**src/rtl/mips_pkg.sv**
```systemverilog
// rtl/mips_pkg.sv - shared op encodings, FSM state type and memory map constants
package mips_pkg;

    localparam logic [31:0] MEM_START = 32'h0000_0000;
    localparam int          MEM_DEPTH = 1024;

    typedef enum logic [2:0] {
        MDU_MULT  = 3'b000,
        MDU_MULTU = 3'b001,
        MDU_DIV   = 3'b010,
        MDU_DIVU  = 3'b011,
        MDU_MTHI  = 3'b100,
        MDU_MTLO  = 3'b101
    } mdu_op_e;

    typedef enum logic [1:0] {
        ST_IDLE = 2'd0,
        ST_MUL  = 2'd1,
        ST_DIV  = 2'd2,
        ST_FIX  = 2'd3
    } mdu_state_e;

endpackage

```
**src/rtl/mult_div_unit_if.sv**
```systemverilog
// rtl/mult_div_unit_if.sv - request/result bundle between control path and mult_div_unit
interface mult_div_unit_if #(
    parameter int WIDTH = 32
);
    logic             start;
    logic [2:0]       op;
    logic [WIDTH-1:0] operand_a;
    logic [WIDTH-1:0] operand_b;
    logic             busy;
    logic             done;
    logic             div_by_zero;
    logic [WIDTH-1:0] hi;
    logic [WIDTH-1:0] lo;

    modport master (
        output start, op, operand_a, operand_b,
        input  busy, done, div_by_zero, hi, lo
    );

    modport slave (
        input  start, op, operand_a, operand_b,
        output busy, done, div_by_zero, hi, lo
    );
endinterface

```
**src/rtl/mult_div_unit.sv**
```systemverilog
// rtl/mult_div_unit.sv - iterative 32-step multiply/divide unit owning HI/LO
module mult_div_unit
    import mips_pkg::*;
#(
    parameter int WIDTH = 32
) (
    input  logic          clock,
    input  logic          reset_n,
    mult_div_unit_if.slave mdu
);

    localparam int CNT_W = $clog2(WIDTH) + 1;
    localparam logic [CNT_W-1:0] LAST_STEP = CNT_W'(WIDTH - 1);

    mdu_state_e         state_q, state_d;
    logic [CNT_W-1:0]   step_cnt;
    logic [2*WIDTH-1:0] acc;
    logic [WIDTH-1:0]   mag_a, mag_b;
    logic               neg_a, neg_res, is_div, b_zero;
    logic [WIDTH-1:0]   hi_r, lo_r;
    logic               busy_r, done_r, dbz_r;

    // Operand conditioning at acceptance: signed ops keep magnitudes plus sign flags
    logic               signed_op, neg_a_in, neg_b_in;
    logic [WIDTH-1:0]   mag_a_in, mag_b_in;
    logic               is_mul_req, is_div_req;

    always_comb begin
        signed_op  = (mdu.op == MDU_MULT) || (mdu.op == MDU_DIV);
        neg_a_in   = signed_op & mdu.operand_a[WIDTH-1];
        neg_b_in   = signed_op & mdu.operand_b[WIDTH-1];
        mag_a_in   = neg_a_in ? -mdu.operand_a : mdu.operand_a;
        mag_b_in   = neg_b_in ? -mdu.operand_b : mdu.operand_b;
        is_mul_req = mdu.start && ((mdu.op == MDU_MULT) || (mdu.op == MDU_MULTU));
        is_div_req = mdu.start && ((mdu.op == MDU_DIV)  || (mdu.op == MDU_DIVU));
    end

    logic [2*WIDTH-1:0] mul_addend;
    logic [WIDTH:0]     div_trial, div_diff;
    logic               div_ge;
    logic [2*WIDTH-1:0] prod_fix;
    logic [WIDTH-1:0]   quot_fix, rem_fix, raw_a;

    always_comb begin
        mul_addend = mag_b[step_cnt[CNT_W-2:0]]
                   ? ({{WIDTH{1'b0}}, mag_a} << step_cnt[CNT_W-2:0])
                   : '0;
        // acc holds {remainder, dividend-being-shifted-out / quotient-shifted-in}
        div_trial  = acc[2*WIDTH-1:WIDTH-1];
        div_diff   = div_trial - {1'b0, mag_b};
        div_ge     = (div_trial >= {1'b0, mag_b});
        prod_fix   = neg_res ? -acc : acc;
        quot_fix   = neg_res ? -acc[WIDTH-1:0] : acc[WIDTH-1:0];
        rem_fix    = neg_a ? -acc[2*WIDTH-1:WIDTH] : acc[2*WIDTH-1:WIDTH];
        raw_a      = neg_a ? -mag_a : mag_a;
    end

    always_ff @(posedge clock or negedge reset_n) begin
        if (!reset_n) state_q <= ST_IDLE;
        else          state_q <= state_d;
    end

    always_comb begin
        state_d = state_q;
        case (state_q)
            ST_IDLE: begin
                if (is_mul_req)      state_d = ST_MUL;
                else if (is_div_req) state_d = ST_DIV;
            end
            ST_MUL:  if (step_cnt == LAST_STEP) state_d = ST_FIX;
            ST_DIV:  if (step_cnt == LAST_STEP) state_d = ST_FIX;
            ST_FIX:  state_d = ST_IDLE;
            default: state_d = ST_IDLE;
        endcase
    end

    always_ff @(posedge clock or negedge reset_n) begin
        if (!reset_n) begin
            step_cnt <= '0;
            acc      <= '0;
            mag_a    <= '0;
            mag_b    <= '0;
            neg_a    <= 1'b0;
            neg_res  <= 1'b0;
            is_div   <= 1'b0;
            b_zero   <= 1'b0;
            hi_r     <= '0;
            lo_r     <= '0;
            busy_r   <= 1'b0;
            done_r   <= 1'b0;
            dbz_r    <= 1'b0;
        end else begin
            done_r <= 1'b0;
            dbz_r  <= 1'b0;
            case (state_q)
                ST_IDLE: begin
                    if (is_mul_req || is_div_req) begin
                        mag_a    <= mag_a_in;
                        mag_b    <= mag_b_in;
                        neg_a    <= neg_a_in;
                        neg_res  <= neg_a_in ^ neg_b_in;
                        is_div   <= is_div_req;
                        b_zero   <= (mdu.operand_b == '0);
                        step_cnt <= '0;
                        busy_r   <= 1'b1;
                        acc      <= is_div_req ? {{WIDTH{1'b0}}, mag_a_in} : '0;
                    end else if (mdu.start && mdu.op == MDU_MTHI) begin
                        hi_r <= mdu.operand_a;
                    end else if (mdu.start && mdu.op == MDU_MTLO) begin
                        lo_r <= mdu.operand_a;
                    end
                end
                ST_MUL: begin
                    acc      <= acc + mul_addend;
                    step_cnt <= step_cnt + 1'b1;
                end
                ST_DIV: begin
                    acc      <= div_ge ? {div_diff[WIDTH-1:0], acc[WIDTH-2:0], 1'b1}
                                       : {acc[2*WIDTH-2:0], 1'b0};
                    step_cnt <= step_cnt + 1'b1;
                end
                ST_FIX: begin
                    if (!is_div) begin
                        hi_r <= prod_fix[2*WIDTH-1:WIDTH];
                        lo_r <= prod_fix[WIDTH-1:0];
                    end else if (b_zero) begin
                        hi_r <= raw_a;
                        lo_r <= '1;
                    end else begin
                        hi_r <= rem_fix;
                        lo_r <= quot_fix;
                    end
                    dbz_r    <= is_div & b_zero;
                    done_r   <= 1'b1;
                    busy_r   <= 1'b0;
                    step_cnt <= '0;
                end
                default: ;
            endcase
        end
    end

    assign mdu.busy        = busy_r;
    assign mdu.done        = done_r;
    assign mdu.div_by_zero = dbz_r;
    assign mdu.hi          = hi_r;
    assign mdu.lo          = lo_r;

endmodule

```
**src/flat_wrapper.sv**
```systemverilog
// flat-port wrapper written by rule: the top's interface ports become plain ports
module mult_div_unit_flat import mips_pkg::*;
#(
    parameter int WIDTH = 32
)
  (clock, reset_n, mdu_start, mdu_op, mdu_operand_a, mdu_operand_b, mdu_busy, mdu_done, mdu_div_by_zero, mdu_hi, mdu_lo);
  mult_div_unit_if #(.WIDTH(WIDTH)) mdu_i ();
  input  logic clock;
  input  logic reset_n;
  input wire logic [$bits(mdu_i.start)-1:0] mdu_start;
  input wire logic [$bits(mdu_i.op)-1:0] mdu_op;
  input wire logic [$bits(mdu_i.operand_a)-1:0] mdu_operand_a;
  input wire logic [$bits(mdu_i.operand_b)-1:0] mdu_operand_b;
  output wire logic [$bits(mdu_i.busy)-1:0] mdu_busy;
  output wire logic [$bits(mdu_i.done)-1:0] mdu_done;
  output wire logic [$bits(mdu_i.div_by_zero)-1:0] mdu_div_by_zero;
  output wire logic [$bits(mdu_i.hi)-1:0] mdu_hi;
  output wire logic [$bits(mdu_i.lo)-1:0] mdu_lo;
  assign mdu_i.start = mdu_start;
  assign mdu_i.op = mdu_op;
  assign mdu_i.operand_a = mdu_operand_a;
  assign mdu_i.operand_b = mdu_operand_b;
  assign mdu_busy = mdu_i.busy;
  assign mdu_done = mdu_i.done;
  assign mdu_div_by_zero = mdu_i.div_by_zero;
  assign mdu_hi = mdu_i.hi;
  assign mdu_lo = mdu_i.lo;
  mult_div_unit #(.WIDTH(WIDTH)) u_core (.clock(clock), .reset_n(reset_n), .mdu(mdu_i));
endmodule
```
**config.mk**
```make
export PLATFORM = sky130hd
export DESIGN_NAME = mult_div_unit_flat
export DESIGN_NICKNAME = d
export VERILOG_FILES = /design/src/rtl/mips_pkg.sv /design/src/rtl/mult_div_unit_if.sv /design/src/rtl/mult_div_unit.sv /design/src/flat_wrapper.sv
export SDC_FILE = /design/constraint.sdc
export NUM_CORES = 1
export LEC_CHECK = 0
export CAP_MARGIN = 40
export CORE_MARGIN = 1
export CORE_UTILIZATION = 50
export CTS_CLUSTER_DIAMETER = 200
export DETAILED_ROUTE_END_ITERATION = 8
export GPL_ROUTABILITY_DRIVEN = 0
export HOLD_SLACK_MARGIN = 0.03
export PLACE_DENSITY = 0.7
export SYNTH_ARGS = -nofsm -noshare
export SYNTH_HDL_FRONTEND = slang
export SYNTH_SLANG_ARGS = --single-unit
```
**constraint.sdc**
```tcl
create_clock -name clock -period 7.85 [get_ports clock]
set_input_delay 1.1775 -clock clock [delete_from_list [all_inputs] [get_ports clock]]
set_output_delay 1.1775 -clock clock [all_outputs]
set_load 0.005 [all_outputs]
```
==> flow_metrics.py <==
metrics = {
    "logic_synthesis": {
        "synth-main-ff-cell": "sky130_fd_sc_hd__dfrtp_1",
        "syn-instance-count": 2825,
        "seq_area_frac_synth_pct": 24.2,
        "synth_cell_type_count": 86,
        "synthesis.nets": 3003,
        "synth.ff_latch_count": 207,
        "postSynth.asyncResetShare_pct": 100,
        "synth.yosys.warnings": 0,
        "synth-edff-count": 0,
        "avgSynthCellArea_um2": 7.58,
        "syn_area_um2": 21400,
    },
    "critical_path": {
        "worst_setup_sp_type": "flip-flop",
        "timing.critical_path.arrival_ps": 7310,
        "endpoint_class_of_the_critical_path": "flip-flop",
        "timing.setup.critical_path_class": "flip-flop to flip-flop",
        "cp.required_ps": 8290,
        "critPathMaxFanout": 47,
    },
    "cells_and_area": {
        "flow.area_growth_from_synthesis_pct": 11.9,
        "layout-drive-gt1-share_pct": 6.20,
        "final_nets": 3001,
        "antenna_cells_inserted": 0,
        "num-fill-cells": 3954,
        "postLayoutCoreUtil_pct": 56.9,
    },
    "drt": {
        "drt-vias-per-instance": 6.76,
        "detailroute.via_count": 22834,
        "antenna_violating_nets_post_route": 0,
        "post_drt_wl_per_cell_um": 24.5,
        "sum_of_routed_wire_length_over_all_layers_um": 82900,
        "drtPass1Iterations": 7,
        "starting_drt_drc_count": 3162,
        "drc": 0,
    },
    "sta": {
        "timing.final.max_slew_violations": 0,
        "top_achievable_clock_speed_mhz": 146,
        "report.final.setup_viol": 0,
        "rsz0062_at_grt": "no",
        "timing.final.crit_period_ps": 6870,
        "fin_ws_ps": 979,
        "clock-skew-final_ps": 31.0,
        "setup_tns_ps": 0,
        "tightestPinTransition_ps": 986,
        "hold_viol_final": 0,
        "fin_crit_sh_pct": 87.5,
        "slew-limit-headroom_pct": 32.6,
    },
    "place": {
        "pre_cts_ws_ps": 1290,
        "port-buffer-count": 136,
        "hpwl_reported_at_the_end_of_detailed_placement_um": 64300,
    },
    "cts": {
        "cts_tree": "done",
        "cts.sink_count": 207,
        "postCtsSetupRepairBufs": 0,
        "clk_transition_reported_paths_ps": 70,
        "clk-insertion-delay-late_ps": 570,
        "h-tree-depth": 1,
        "cts_max_path_buffers": 3,
        "root_buffer": "sky130_fd_sc_hd__clkbuf_16",
        "postCtsResizedCells": 0,
        "cts_inserted_buffers": 26,
        "postCtsHoldBufs": 0,
    },
    "global_route": {
        "grt_antenna_before_repair": 1,
        "global_route.usage.total_pct": 37.2,
        "grt_start_max_net_pins": 98,
        "grt_first_pass_wirelength_um": 126000,
        "first_global_vias": 21429,
        "grt.overflow.total": 0,
    },
    "floorplan": {
        "rows": 75,
        "die_area_um2": 43700,
        "starting_density_of_the_core_pct": 50.8,
        "floorplan_die_width_um": 209,
        "design.portCount": 137,
        "core_region_area_um2": 42100,
        "fp.dieH_um": 209,
    },
    "power_and_ir_drop": {
        "total_leakage_power_nw": 9.86,
        "worst_ir_drop_vdd_uv": 269,
        "cellPowerDensity_nw_per_um2": 378,
    },
    "job": {
        "timing.max_cap.violations": 0,
    },
    "status": {
        "status": "completed",
    },
    "worst_hold_path": {
        "hp-class": "flip-flop to flip-flop",
    },
}
per-stage QoR:
| step | area (um^2) | hold WS (ps) | std cells | power, mW |
|---|---|---|---|---|
| 3_3_place_gp | 23000 | 463 | 3329 | 7.47 |
| 2_1_floorplan | 21400 | 466 | 2825 | 5.64 |
| 5_1_grt | 24000 | 495 | 3380 | 9.55 |
| 6_report | 24000 | 479 | 3380 | 9.06 |
| 4_1_cts | 24000 | 483 | 3380 | 8.87 |
| 3_5_place_dp | 23100 | 469 | 3334 | 7.59 |
sequential cells by signal (all words and copies together) (netlist names):
register and cells:
u_core.mdu.div_by_zero 1, u_core.step_cnt 6, u_core.neg_a 1, u_core.mag_a 32, u_core.mdu.done 1, u_core.mdu.lo 32, u_core.is_div 1, u_core.acc 64
u_core.b_zero 1, u_core.mdu.busy 1, u_core.state_q 2, u_core.mdu.hi 32, u_core.neg_res 1, u_core.mag_b 32
worst paths after layout:
kind / from / end / slack (ps) / cells past startpoint
hold reg to reg: u_core.mdu.lo[7] / u_core.mdu.lo[7] / 480 / 2
max in group asynchronous: reset_n / u_core.step_cnt[0] / 6100 / 3
min in group asynchronous: reset_n / u_core.mdu.lo[11] / 600 / 1
hold / removal: u_core.mdu.lo[7] / u_core.mdu.lo[7] / 480 / 2
setup / recovery: u_core.step_cnt[0] / u_core.acc[56] / 980 / 16
setup reg to reg: u_core.step_cnt[0] / u_core.acc[56] / 980 / 16
logic make-up (layout without fill, tap and decap cells):
family / Yosys count / after routing / synth area share [%]
adder cells (fa/ha/maj): 108 / 108 / 6.38
buffers and inverters: 296 / 312 / 5.24
flip-flops: 207 / 207 / 24.2
AO/OA/AOI/OAI: 909 / 909 / 26.6
AND/OR/NAND/NOR: 941 / 941 / 20.1
XOR/XNOR: 256 / 256 / 10.5
multiplexers: 108 / 108 / 6.97
cells in the final DEF (no fill, tap or decap), types with 30 or more instances in the layout:
| cell | instances |
|---|---|
| sky130_fd_sc_hd__nand2_1 | 382 |
| sky130_fd_sc_hd__a21o_1 | 51 |
| sky130_fd_sc_hd__inv_1 | 87 |
| sky130_fd_sc_hd__a21oi_1 | 200 |
| sky130_fd_sc_hd__dfrtp_1 | 204 |
| sky130_fd_sc_hd__a211oi_1 | 31 |
| sky130_fd_sc_hd__nand4_1 | 33 |
| sky130_fd_sc_hd__buf_4 | 35 |
| sky130_fd_sc_hd__nor2_1 | 242 |
| sky130_fd_sc_hd__nor3_1 | 47 |
| sky130_fd_sc_hd__ha_1 | 105 |
| sky130_fd_sc_hd__o22ai_1 | 36 |
| sky130_fd_sc_hd__nand3_1 | 47 |
| sky130_fd_sc_hd__nor2b_1 | 32 |
| sky130_fd_sc_hd__o31ai_1 | 34 |
| sky130_fd_sc_hd__xor2_1 | 91 |
| sky130_fd_sc_hd__clkdlybuf4s50_1 | 135 |
| sky130_fd_sc_hd__xnor2_1 | 165 |
| sky130_fd_sc_hd__mux2i_1 | 50 |
| sky130_fd_sc_hd__o21ai_0 | 302 |
| sky130_fd_sc_hd__mux4_2 | 30 |
power by group:
part / switching, mW / total [mW] / internal, mW
Combinational: 3.49 / 5.66 / 2.16
Sequential: 0.667 / 2.14 / 1.47
Clock: 0.530 / 1.26 / 0.735
cells in the mapped netlist, types with 26 or more instances:
library cell               instances  area (um^2)
sky130_fd_sc_hd__a211oi_1         31          233
sky130_fd_sc_hd__o22ai_1          36          225
sky130_fd_sc_hd__o21ai_0         302         1510
sky130_fd_sc_hd__inv_1            87          327
sky130_fd_sc_hd__xnor2_1         165         1450
sky130_fd_sc_hd__dfrtp_1         207         5180
sky130_fd_sc_hd__mux4_2           30          676
sky130_fd_sc_hd__nand3_1          47          235
sky130_fd_sc_hd__o221ai_1         27          236
sky130_fd_sc_hd__nor2b_1          32          200
sky130_fd_sc_hd__o31ai_1          34          255
sky130_fd_sc_hd__a21oi_1         202         1010
sky130_fd_sc_hd__mux2i_1          50          500
sky130_fd_sc_hd__nor2_1          242          908
sky130_fd_sc_hd__nand2_1         384         1440
sky130_fd_sc_hd__nand4_1          33          206
sky130_fd_sc_hd__xor2_1           91          797
sky130_fd_sc_hd__nor3_1           47          235
sky130_fd_sc_hd__mux2_2           28          315
sky130_fd_sc_hd__a21o_1           51          383
sky130_fd_sc_hd__ha_1            106         1330
sky130_fd_sc_hd__a221oi_1         26          228
sky130_fd_sc_hd__clkbuf_1        187          702
area by class of cell:
type	count	area, um^2	share of cell area [%]
multi-input cells	2322	15100	63.2
flip-flops and latches	207	5180	21.6
repair buffers	176	1720	7.19
clock buffers	33	737	3.08
well taps	539	674	2.82
inverters	90	338	1.41
clock inverters	13	160	0.669
critical path, stage by stage (launching register included):
cell and delay, ps:
sky130_fd_sc_hd__dfrtp_2 480, sky130_fd_sc_hd__buf_4 570, sky130_fd_sc_hd__mux4_2 590, sky130_fd_sc_hd__mux4_2 600
sky130_fd_sc_hd__a21oi_2 720, sky130_fd_sc_hd__nor2_1 150, sky130_fd_sc_hd__ha_1 470, sky130_fd_sc_hd__nand4_1 180
sky130_fd_sc_hd__nor3_1 150, sky130_fd_sc_hd__o21ai_0 180, sky130_fd_sc_hd__a2111oi_0 920, sky130_fd_sc_hd__o2111ai_1 320
sky130_fd_sc_hd__a211oi_1 420, sky130_fd_sc_hd__o21ai_0 200, sky130_fd_sc_hd__o31ai_1 300, sky130_fd_sc_hd__xor2_1 130
sky130_fd_sc_hd__a221o_1 340
per-layer routing:
| layer | up-vias | global-route usage [%] | wire length [um] |
|---|---|---|---|
| li1 | 10214 | - | - |
| met1 | 10802 | 47.2 | 31600 |
| met2 | 1479 | 58.1 | 36200 |
| met3 | 339 | 7.17 | 8680 |
| met4 | 0 | 23.5 | 6350 |
| met5 | - | 0 | 0 |
No activity file was read; power rests on OpenSTA's default activity.
